===== src/rtl/scan_sequencer.sv =====
// scan_sequencer: time-multiplexes an 8-bit frame onto a 1-to-8 demux.
// Each slot is PRESCALE cycles: BLANK cycles with enable low, then the
// remaining cycles driving active[select]. New frames are swapped in only
// at the end of slot 7 (or when the scan stops), so a frame never tears.
module scan_sequencer #(
    parameter int PRESCALE = 8,
    parameter int BLANK    = 1
) (
    input  logic       clk,
    input  logic       reset_n,
    input  logic       run,
    input  logic       load,
    input  logic [7:0] frame_data,
    output logic [2:0] select,
    output logic       enable,
    output logic       demux_in,
    output logic       busy,
    output logic       frame_done
);

    localparam int CW = (PRESCALE > 1) ? $clog2(PRESCALE) : 1;
    localparam logic [CW-1:0] PRE_LAST   = CW'(PRESCALE - 1);
    localparam logic [CW-1:0] BLANK_LAST = CW'((BLANK > 0) ? BLANK - 1 : 0);

    typedef enum logic [1:0] {
        S_IDLE  = 2'd0,
        S_BLANK = 2'd1,
        S_DRIVE = 2'd2
    } state_t;

    // With no blanking configured a slot starts directly in DRIVE.
    localparam state_t SLOT_START = (BLANK > 0) ? S_BLANK : S_DRIVE;

    state_t        state_q, state_d;
    logic [CW-1:0] cnt_q, cnt_d;
    logic [2:0]    sel_q, sel_d;
    logic [7:0]    act_q, act_d;
    logic [7:0]    pend_q, pend_d;
    logic          pvld_q, pvld_d;
    logic          en_q, en_d;
    logic          din_q, din_d;
    logic          busy_q, busy_d;
    logic          fdone_q, fdone_d;

    logic          slot_end;
    logic [7:0]    new_frame;

    // Last DRIVE cycle of the slot; the following edge is the slot boundary.
    assign slot_end = (state_q == S_DRIVE) && (cnt_q == PRE_LAST);

    // Frame to install at a swap point: a same-cycle load beats pending.
    assign new_frame = load ? frame_data : (pvld_q ? pend_q : act_q);

    // State and datapath registers; reset also discards any pending frame.
    always_ff @(posedge clk or negedge reset_n) begin
        if (!reset_n) begin
            state_q <= S_IDLE;
            cnt_q   <= '0;
            sel_q   <= 3'd0;
            act_q   <= 8'h00;
            pend_q  <= 8'h00;
            pvld_q  <= 1'b0;
            en_q    <= 1'b0;
            din_q   <= 1'b0;
            busy_q  <= 1'b0;
            fdone_q <= 1'b0;
        end else begin
            state_q <= state_d;
            cnt_q   <= cnt_d;
            sel_q   <= sel_d;
            act_q   <= act_d;
            pend_q  <= pend_d;
            pvld_q  <= pvld_d;
            en_q    <= en_d;
            din_q   <= din_d;
            busy_q  <= busy_d;
            fdone_q <= fdone_d;
        end
    end

    // Next-state, slot counting, frame buffering and registered-output decode.
    always_comb begin
        state_d = state_q;
        cnt_d   = cnt_q;
        sel_d   = sel_q;
        act_d   = act_q;
        pend_d  = pend_q;
        pvld_d  = pvld_q;
        fdone_d = 1'b0;

        case (state_q)
            S_IDLE: begin
                cnt_d = '0;
                sel_d = 3'd0;
                // Idle loads go straight to the active frame.
                if (load) act_d = frame_data;
                if (run) state_d = SLOT_START;
            end

            S_BLANK: begin
                if (load) begin
                    pend_d = frame_data;
                    pvld_d = 1'b1;
                end
                cnt_d = cnt_q + CW'(1);
                if (cnt_q == BLANK_LAST) state_d = S_DRIVE;
            end

            S_DRIVE: begin
                if (load) begin
                    pend_d = frame_data;
                    pvld_d = 1'b1;
                end
                if (slot_end) begin
                    cnt_d = '0;
                    // Frame boundary: swap frames and consume the pending slot.
                    if (sel_q == 3'd7) begin
                        act_d   = new_frame;
                        pvld_d  = 1'b0;
                        fdone_d = 1'b1;
                    end
                    if (run) begin
                        sel_d   = sel_q + 3'd1;
                        state_d = SLOT_START;
                    end else begin
                        // Stopping early still applies the waiting frame so the
                        // next scan starts with it; pending_valid stays as is.
                        sel_d   = 3'd0;
                        state_d = S_IDLE;
                        if (sel_q != 3'd7) act_d = new_frame;
                    end
                end else begin
                    cnt_d = cnt_q + CW'(1);
                end
            end

            default: begin
                state_d = S_IDLE;
                cnt_d   = '0;
                sel_d   = 3'd0;
            end
        endcase

        // Outputs are decoded from the next state so they register in step
        // with it; enable drops on the same edge that moves select.
        en_d   = (state_d == S_DRIVE);
        din_d  = en_d & act_d[sel_d];
        busy_d = (state_d != S_IDLE);
    end

    assign select     = sel_q;
    assign enable     = en_q;
    assign demux_in   = din_q;
    assign busy       = busy_q;
    assign frame_done = fdone_q;

endmodule


===== config.mk =====
export PLATFORM = sky130hd
export DESIGN_NAME = scan_sequencer
export DESIGN_NICKNAME = d
export VERILOG_FILES = /design/src/rtl/scan_sequencer.sv
export SDC_FILE = /design/constraint.sdc
export NUM_CORES = 1
export LEC_CHECK = 0
export ABC_CLOCK_PERIOD_IN_PS = 2009
export BUFFER_PORTS_ARGS = -buffer_cell sky130_fd_sc_hd__clkbuf_2
export CAP_MARGIN = 10
export CORE_ASPECT_RATIO = 1.4
export CORE_MARGIN = 5
export CORE_UTILIZATION = 42
export DETAILED_ROUTE_END_ITERATION = 8
export GPL_TIMING_DRIVEN = 1
export MAX_ROUTING_LAYER = met4
export REMOVE_ABC_BUFFERS = 1
export SETUP_SLACK_MARGIN = 0.05
export SYNTH_ARGS = -nofsm -noshare
export SYNTH_HDL_FRONTEND = slang
export SYNTH_SLANG_ARGS = --single-unit
export TNS_END_PERCENT = 30

===== constraint.sdc =====
create_clock -name clk -period 2.01 [get_ports clk]
set_input_delay 0.402 -clock clk [delete_from_list [all_inputs] [get_ports clk]]
set_output_delay 0.402 -clock clk [all_outputs]
set_load 0.02 [all_outputs]

# --- Word level (Yosys, flattened, before mapping) ---
# Index checks and enable logic that the tools add are counted.
totals:
  reg_bits: 29
  output_inout_bits: 7
  elab_cells: 54
  in_bits: 12
op_classes:
  n_mux: 27
  n_reduce_logical: 7
  bitwise: 1
  n_lt_le_gt_ge: 1
  eq_ne: 6
  addsub: 2
ops:
  columns: ["op", "n"]
  rows:
  - ["2-to-1 mux 8 bit", 7]
  - ["one-hot mux 8 bit (2 select lines)", 1]
  - ["one-hot mux 3 bit (2 select lines)", 2]
  - ["2-to-1 mux 3 bit", 3]
  - ["2-to-1 mux 1 bit", 8]
  - ["adder 3 x 1 -> 3 bit (second input constant)", 2]
  - ["== test 3 bit (second input constant)", 2]
  - ["2-to-1 mux 2 bit", 3]
  - ["one-hot mux 2 bit (3 select lines)", 1]
  - ["== test 2 bit (second input constant)", 2]
  - ["< comparator 3 x 4 -> 1 bit (second input constant)", 1]
  - ["nonzero test 2 bit", 2]
  - ["binary-select mux 1 bit (select 3 bit)", 1]
  - ["zero test 3 bit", 1]
  - ["inequality test 3 bit (second input constant)", 1]
  - ["== test 2 x 1 -> 1 bit (second input constant)", 1]
  - ["zero test 2 bit", 1]
  - ["one-hot mux 1 bit (2 select lines)", 1]
  - ["AND reduction 2 bit", 1]
  - ["OR reduction 2 bit", 1]
  - ["AND 1 bit", 1]
  - ["logical AND 1 bit", 1]

# --- Longest topological paths before layout ---
# Gate-level depths: netlist of the first run.
depth:
  word_depth: 10
  ltp_mapped: 10
  depth_no_buf: 9

# --- Worst setup path before layout of the first run ---
# OpenSTA, ideal clock, no wires.
synth_timing:
  kind: "flip-flop to flip-flop"
  from: "reg state_q[0]"
  to: "reg din_q, in the netlist demux_in"
  setup_ns: 0.124
  period_less_slack_ns: 2.098
  required_ns: 1.886
  path_stages_with_launch: 9
  path_buffers: 0
  slack_ns: -0.088
  arrival_ns: 1.974
  cell_sequence: "dfrtp_1 -> inv_1 -> ha_1 -> or4b_1 -> a211oi_2 -> a211oi_1 -> nor3b_1 -> nor4_1 -> o31a_1"
synth_via:
  elab_chain_cells: 7
  elab_cells_between_ends: 16
  classes_between: "eq/ne: 3; mux: 10; bitwise: 1; reduce/logical: 2"
synth_lines:
  columns: ["item", "line_no", "source"]
  rows:
  - ["start: declaration", "34", "state_t state_q, state_d;"]
  - ["start signal: assignment", "68", "state_q <= state_d;"]
  - ["== test 2 bit", "49, 91", null]
  - ["logical AND 1 bit", "49", "assign slot_end = (state_q == S_DRIVE) && (cnt_q == PRE_LAST);"]
  - ["2-to-1 mux 8 bit", "114", "if (slot_end) begin"]
  - ["one-hot mux 8 bit (2 select lines) (*)", "91", "case (state_q)"]
  - ["net act_d[3]", "37", "logic [7:0] act_q, act_d;"]
  - ["binary-select mux 1 bit (select 3 bit) (*)", "147", "din_d = en_d & act_d[sel_d];"]
  - ["2-to-1 mux 1 bit (implied by the code) (*)", "147", null]
  - ["AND 1 bit (*)", "147", null]
  - ["net din_d", "41", "logic din_q, din_d;"]
  - ["end signal: assignment", "75", "din_q <= din_d;"]
  - ["end: declaration", "41", null]
# Mark *: on every way through the listed nets, which the timed path passes. The rest lies on a longest branch. The select of a mux whose other input is x is not followed.
# A chain may end at the register's enable or synchronous reset.

# --- Worst setup path in the final report of the first run ---
# Ends and elaborated chain as after synthesis.

==> results.toml, run 1 <==
[global_route]
overflow = 0
grt_pass1_wl_um = 7700
grt_pass1_vias = 1653
antenna_found_initial = 0
grt_max_degree = 30
grt_util_all_layers = 0.181

[floorplanning]
num_rows = 28
die_h_um = 86.8
fp.dieArea_sq_um = 5630
die_width_um = 64.9
start_util = 0.425
pin_count = 19
core_sq_um = 4170

[sta]
relSlewSlack = 0.522
tightest_slew_ns = 0.717
min_period_ns = 2.03
rsz0062_at_grt = "yes"
worst_slack_ns = -0.0161
hold_viol = 0
slew_violations = 0
finalSetupViolCount = 1
period_share = 1.01
max_freq_mhz = 494
fin_skew_ns = 0.00484
whs_ns = 0.155

[critical_path]
endpoint_kind = "flip-flop"
crit_chain = "inv_2 > ha_4 > or4b_4 > a211oi_2 > a211oi_2 > nor3b_2 > nor4_1 > o31a_1"
cp-start-kind = "flip-flop"
criticalPathCategory = "flip-flop to flip-flop"
crit_top_cell = "a211oi_2"
slowest_stage = "or4b_4"
cp_max_fo = 4
crit_required_ns = 2.18
arrival_ns = 2.20
slowest_delay_ns = 0.54

[cts]
clock-sinks = 29
cts_tree = "built"
hold_buffers = 0
htree_levels = 2
insertion_delay_ns = 0.29
cts-root-buf = "clkbuf_8"
clock_path_buffers = 2
cts_made_buffers = 5
clk_pin_slew_ns = 0.06

[finish]
antenna_cells = 0
seqCellArea_sq_um = 726
multiInputGateArea_sq_um = 1090
fillers = 347
area_growth_pct = 34.2
nets = 246
drive_gt1_frac = 0.482

[detailed_routing]
antenna_left = 0
wire_per_inst_um = 16.1
drt-initial-drc-count = 57
route.final.wire_length_um = 4360
vias_per_cell = 5.65
vias = 1532
first_pass_iters = 4
drcViolationCount = 0

[logic_synthesis]
synth_area_leader_cell = "dfrtp_1"
ys_async_sr_fraction = 1.00
netlist_area_sq_um = 1770
synthDistinctLibCells = 44
yosysTopAreaCellShare = 0.410
ys_seq_area_frac = 0.410
synth_cells = 168
ys_ff_latch = 29
synth_flop_cell = "dfrtp_1"
yosys_warnings = 0
synth-edff-count = 0
synth_area_per_cell_sq_um = 10.5
netlist_top_cells_area = "dfrtp_1 41%, mux2_2 10%, ha_1 6.4%"

[hold_path]
hp-class = "input port to asynchronous set/reset pin"

[placed_design]
dp_hpwl_um = 3260
dp_slack_ns = -0.174
port_buffers = 18
gp_congestion = 0.864

[job]
max-cap-violations = 0

[outcome]
status = "complete, but fails checks"
failed_checks = "negative setup slack"

[power_and_ir_drop]
vdd_drop_max_mv = 0.565
p_leak_nw = 1.13
power.density_nw_per_um2 = 1270
==> through the flow <==
step                power (mW)  cells  instance area [sq um]  TNS (ns)  utilization
floorplan                 1.74    160                   1730    -0.184            -
global placement          2.30    260                   2150    -0.141        0.516
detailed placement        2.33    260                   2150    -0.174        0.516
CTS                       2.97    270                   2340   -0.0414        0.560
global route              3.25    271                   2380   -0.0892        0.570
finish                    3.02    271                   2380   -0.0161        0.570
==> sequential cells by signal (all words and copies together), names as in the netlist <==
register    count
cnt_q           3
frame_done      1
pvld_q          1
act_q           8
state_q         2
demux_in        1
select          3
pend_q          8
busy            1
enable          1
==> synthesized netlist by cell type, types with 3 or more instances <==
cell type	n
mux2i_1	8
o21ai_0	4
nand3b_1	3
a21oi_1	6
mux2_2	16
nor2b_1	4
nand2_1	15
o31ai_1	3
o211ai_1	5
buf_2	5
a221o_1	3
and2_1	4
inv_1	8
ha_1	9
nand2b_1	5
nor2_1	7
dfrtp_1	29
==> layer usage <==
layer	share of wire	routed length (um)	vias up	GRT usage
met3	0.037	160	16	0.0363
met4	0.034	146	0	0.0769
met2	0.54	2330	42	0.314
met5	0	0	-	-
met1	0.39	1720	739	0.200
li1	-	-	735	-
==> layout make-up <==
class	count	area share
Clock buffer	8	0.0337
Inverter	8	0.0126
Timing Repair Buffer	58	0.164
Sequential cell	29	0.305
Tap cell	45	0.0237
Multi-Input combinational cell	123	0.460
==> path summary, 6_finish.rpt <==
kind / endpoint / slack [ns] / depth (start not counted) / from
max: demux_in / -0.02 / 8 / state_q[0]
min: pend_q[0] / 0.15 / 1 / reset_n
max reg2reg: demux_in / -0.02 / 8 / state_q[0]
min reg2reg: pend_q[1] / 0.50 / 1 / pend_q[1]
max in group asynchronous: frame_done / 1.39 / 1 / reset_n
min in group clk: pend_q[5] / 0.37 / 2 / frame_data[5]
==> placed cells by master, fill, tap and decap left out, types with 2 or more instances in the layout <==
cell type,instances
clkbuf_2,18
and3_1,2
nor2b_1,4
a21oi_1,5
a221o_1,3
nand3b_1,3
a31oi_1,2
ha_4,3
clkbuf_8,5
a221oi_2,2
nand2b_4,2
ha_1,4
nand2_2,2
clkbuf_1,3
buf_4,40
nand2b_1,3
mux2_2,16
a211oi_2,2
nor2_1,7
dfrtp_1,29
o21ai_0,3
ha_2,2
nand2_1,13
o31ai_1,2
o2111a_1,2
a22oi_1,2
and2_1,3
a21boi_4,2
o211ai_1,5
inv_2,3
mux2i_1,8
inv_1,5
==> worst max-delay path, delay by kind of cell (launching register included) <==
kind | cells | cell delay [ns]
compound gates | 3 | 0.54
fa+ha+maj | 1 | 0.17
buf+inv | 1 | 0.08
flops | 1 | 0.36
simple gates | 3 | 0.77
==> where the power goes <==
part	switching (mW)	total (mW)	internal, mW
clock network	0.217	0.463	0.245
registers	0.134	0.936	0.802
logic	0.751	1.63	0.875
total	1.10	3.02	1.92
==> logic make-up after synthesis <==
group,synth area share
simple gates,0.150
compound gates,0.173
flops,0.410
mux,0.162
buf+inv,0.0417
fa+ha+maj,0.0636
==> repair_timing <==
| item | in CTS | in global routing |
|---|---|---|
| buffers inserted | 2 | 1 |
| pin swaps | 5 | 4 |
| setup endpoints to repair | 1 | 3 |
| resized for setup | 20 | 12 |
Note: power is estimated with default switching activity, not from simulation.
==> inputs of run 2 (changes only) <==
==> constraint.sdc (replaced) <==
create_clock -name clk -period 2.01 [get_ports clk]
set_input_delay 0.1005 -clock clk [delete_from_list [all_inputs] [get_ports clk]]
set_output_delay 0.1005 -clock clk [all_outputs]
set_load 0.02 [all_outputs]
==> results.toml, run 2 (same netlist as run 1, synthesis figures left out) <==
[power_and_ir_drop]
vdd_drop_max_mv = 0.683
power_mw = 3.01
power.density_nw_per_um2 = 1270
p_leak_nw = 1.13

[sta]
relSlewSlack = 0.494
slew_violations = 0
worst_slack_ns = -0.0268
max_freq_mhz = 491
rsz0062_at_grt = "yes"
tightest_slew_ns = 0.759
period_share = 1.01
finalSetupViolCount = 1
fin_skew_ns = 0.00680
hold_viol = 0
min_period_ns = 2.04

[detailed_routing]
vias = 1491
wire_per_inst_um = 16.2
route.final.wire_length_um = 4400
drcViolationCount = 0
vias_per_cell = 5.50
antenna_left = 0
drt-initial-drc-count = 79
first_pass_iters = 4

[cts]
htree_levels = 2
cts-root-buf = "clkbuf_8"
clock_path_buffers = 2
clock-sinks = 29
cts_tree = "built"
insertion_delay_ns = 0.28
cts_made_buffers = 5
clk_pin_slew_ns = 0.06

[finish]
fin_cells = 271
area_growth_pct = 33.6
final_cell_mix = "40 x buf_4, 29 x dfrtp_1, 18 x clkbuf_2"
utilization = 0.567
top_regs = "act_q (8), pend_q (8)"
drive_gt1_frac = 0.465
nets = 247
antenna_cells = 0
fillers = 363
final_common_cell = "buf_4"

[critical_path]
endpoint_kind = "flip-flop"
crit_chain = "ha_2 > ha_4 > buf_4 > and4_2 > a221o_1 > o22ai_1 > nor4_1 > o31a_1"
slowest_delay_ns = 0.39
cp-start-kind = "flip-flop"
arrival_ns = 2.20
criticalPathCategory = "flip-flop to flip-flop"
slowest_stage = "dfrtp_1"
crit_buf_inv = 1
crit_required_ns = 2.17
cp_max_fo = 6
path_delay_family = "compound AO/OA/AOI/OAI gates"

[floorplanning]
core_sq_um = 4170
fp.dieArea_sq_um = 5630
pin_count = 19
num_rows = 28
die_h_um = 86.8
die_width_um = 64.9
start_util = 0.425

[outcome]
failed_checks = "negative setup slack"
status = "complete, but fails checks"

[global_route]
grt_use_met1 = 0.195
antenna_found_initial = 0
grt_max_degree = 30
grt_pass1_wl_um = 7710
grtUsageMet2 = 0.331
grt_pass1_vias = 1634
grt_busiest_layer = "met2"
overflow = 0
use_met3 = 0.0415
grt_util_all_layers = 0.187

[job]
max-cap-violations = 0

[placed_design]
numPlacedInstances = 259
dp_hpwl_um = 3390
gp_congestion = 0.858
port_buffers = 18

[hold_path]
hp-class = "input port to flip-flop"
[run 2: cell types whose count changed in the layout (fill, tap and decap cells not counted), sizes merged]
cell and change:
dlygate4sd3 +1, clkbuf -1
[run 2: where the power goes]
group | internal, mW | leakage [nW] | switching, mW | total (mW)
registers | 0.802 | 0.362 | 0.135 | 0.937
clock network | 0.271 | 0.0443 | 0.206 | 0.477
logic | 0.862 | 0.726 | 0.738 | 1.60
[run 2: what timing repair did]
action / in CTS / in global routing
hold endpoints to repair: 29 / 0
gates cloned: 0 / 0
pin swaps: 8 / 2
hold buffers: 1 / 0
resized for setup: 19 / 4
buffers inserted: 4 / 0
setup endpoints to repair: 1 / 1
[run 2: worst reg2reg max path: stages, from the launching register on]
cell and delay [ns]:
dfrtp_1 0.39, ha_2 0.20, ha_4 0.18, buf_4 0.13, and4_2 0.26, a221o_1 0.31, o22ai_1 0.16, nor4_1 0.07
o31a_1 0.24
[run 2: path summary, 6_finish.rpt]
path | slack, ns | cells after the start | start | to
min in group asynchronous | 0.43 | 2 | reset_n | act_q[3]
min reg2reg | 0.50 | 1 | pend_q[1] | pend_q[1]
min | 0.07 | 2 | frame_data[5] | pend_q[5]
max reg2reg | -0.03 | 8 | cnt_q[0] | demux_in
max in group asynchronous | 1.10 | 2 | reset_n | frame_done
max | -0.03 | 8 | cnt_q[0] | demux_in
[run 2: cell type report]
cell class                      instances  area, sq um  share of cell area
Clock buffer                            7         86.3              0.0365
Inverter                                8         30.0              0.0127
Multi-Input combinational cell        123         1070               0.451
Sequential cell                        29          726               0.307
Tap cell                               45         56.3              0.0238
Timing Repair Buffer                   59          400               0.169
[run 2: routing by layer]
layer,vias up,part of all wire
li1,734,-
met1,724,0.39
met2,24,0.56
met3,9,0.028
met4,0,0.023
met5,-,0
[run 2: metrics by stage]
stage	hold WS, ns	area, sq um	setup TNS, ns	worst slack [ns]
after floorplan	-0.195	1730	-0.184	-0.184
after detailed placement	0.205	2140	-0.172	-0.172
after CTS	0.0669	2350	-0.0390	-0.0390
after global placement	0.188	2140	-0.127	-0.127
after global routing	0.0756	2360	-0.126	-0.126
final	0.0720	2360	-0.0268	-0.0268
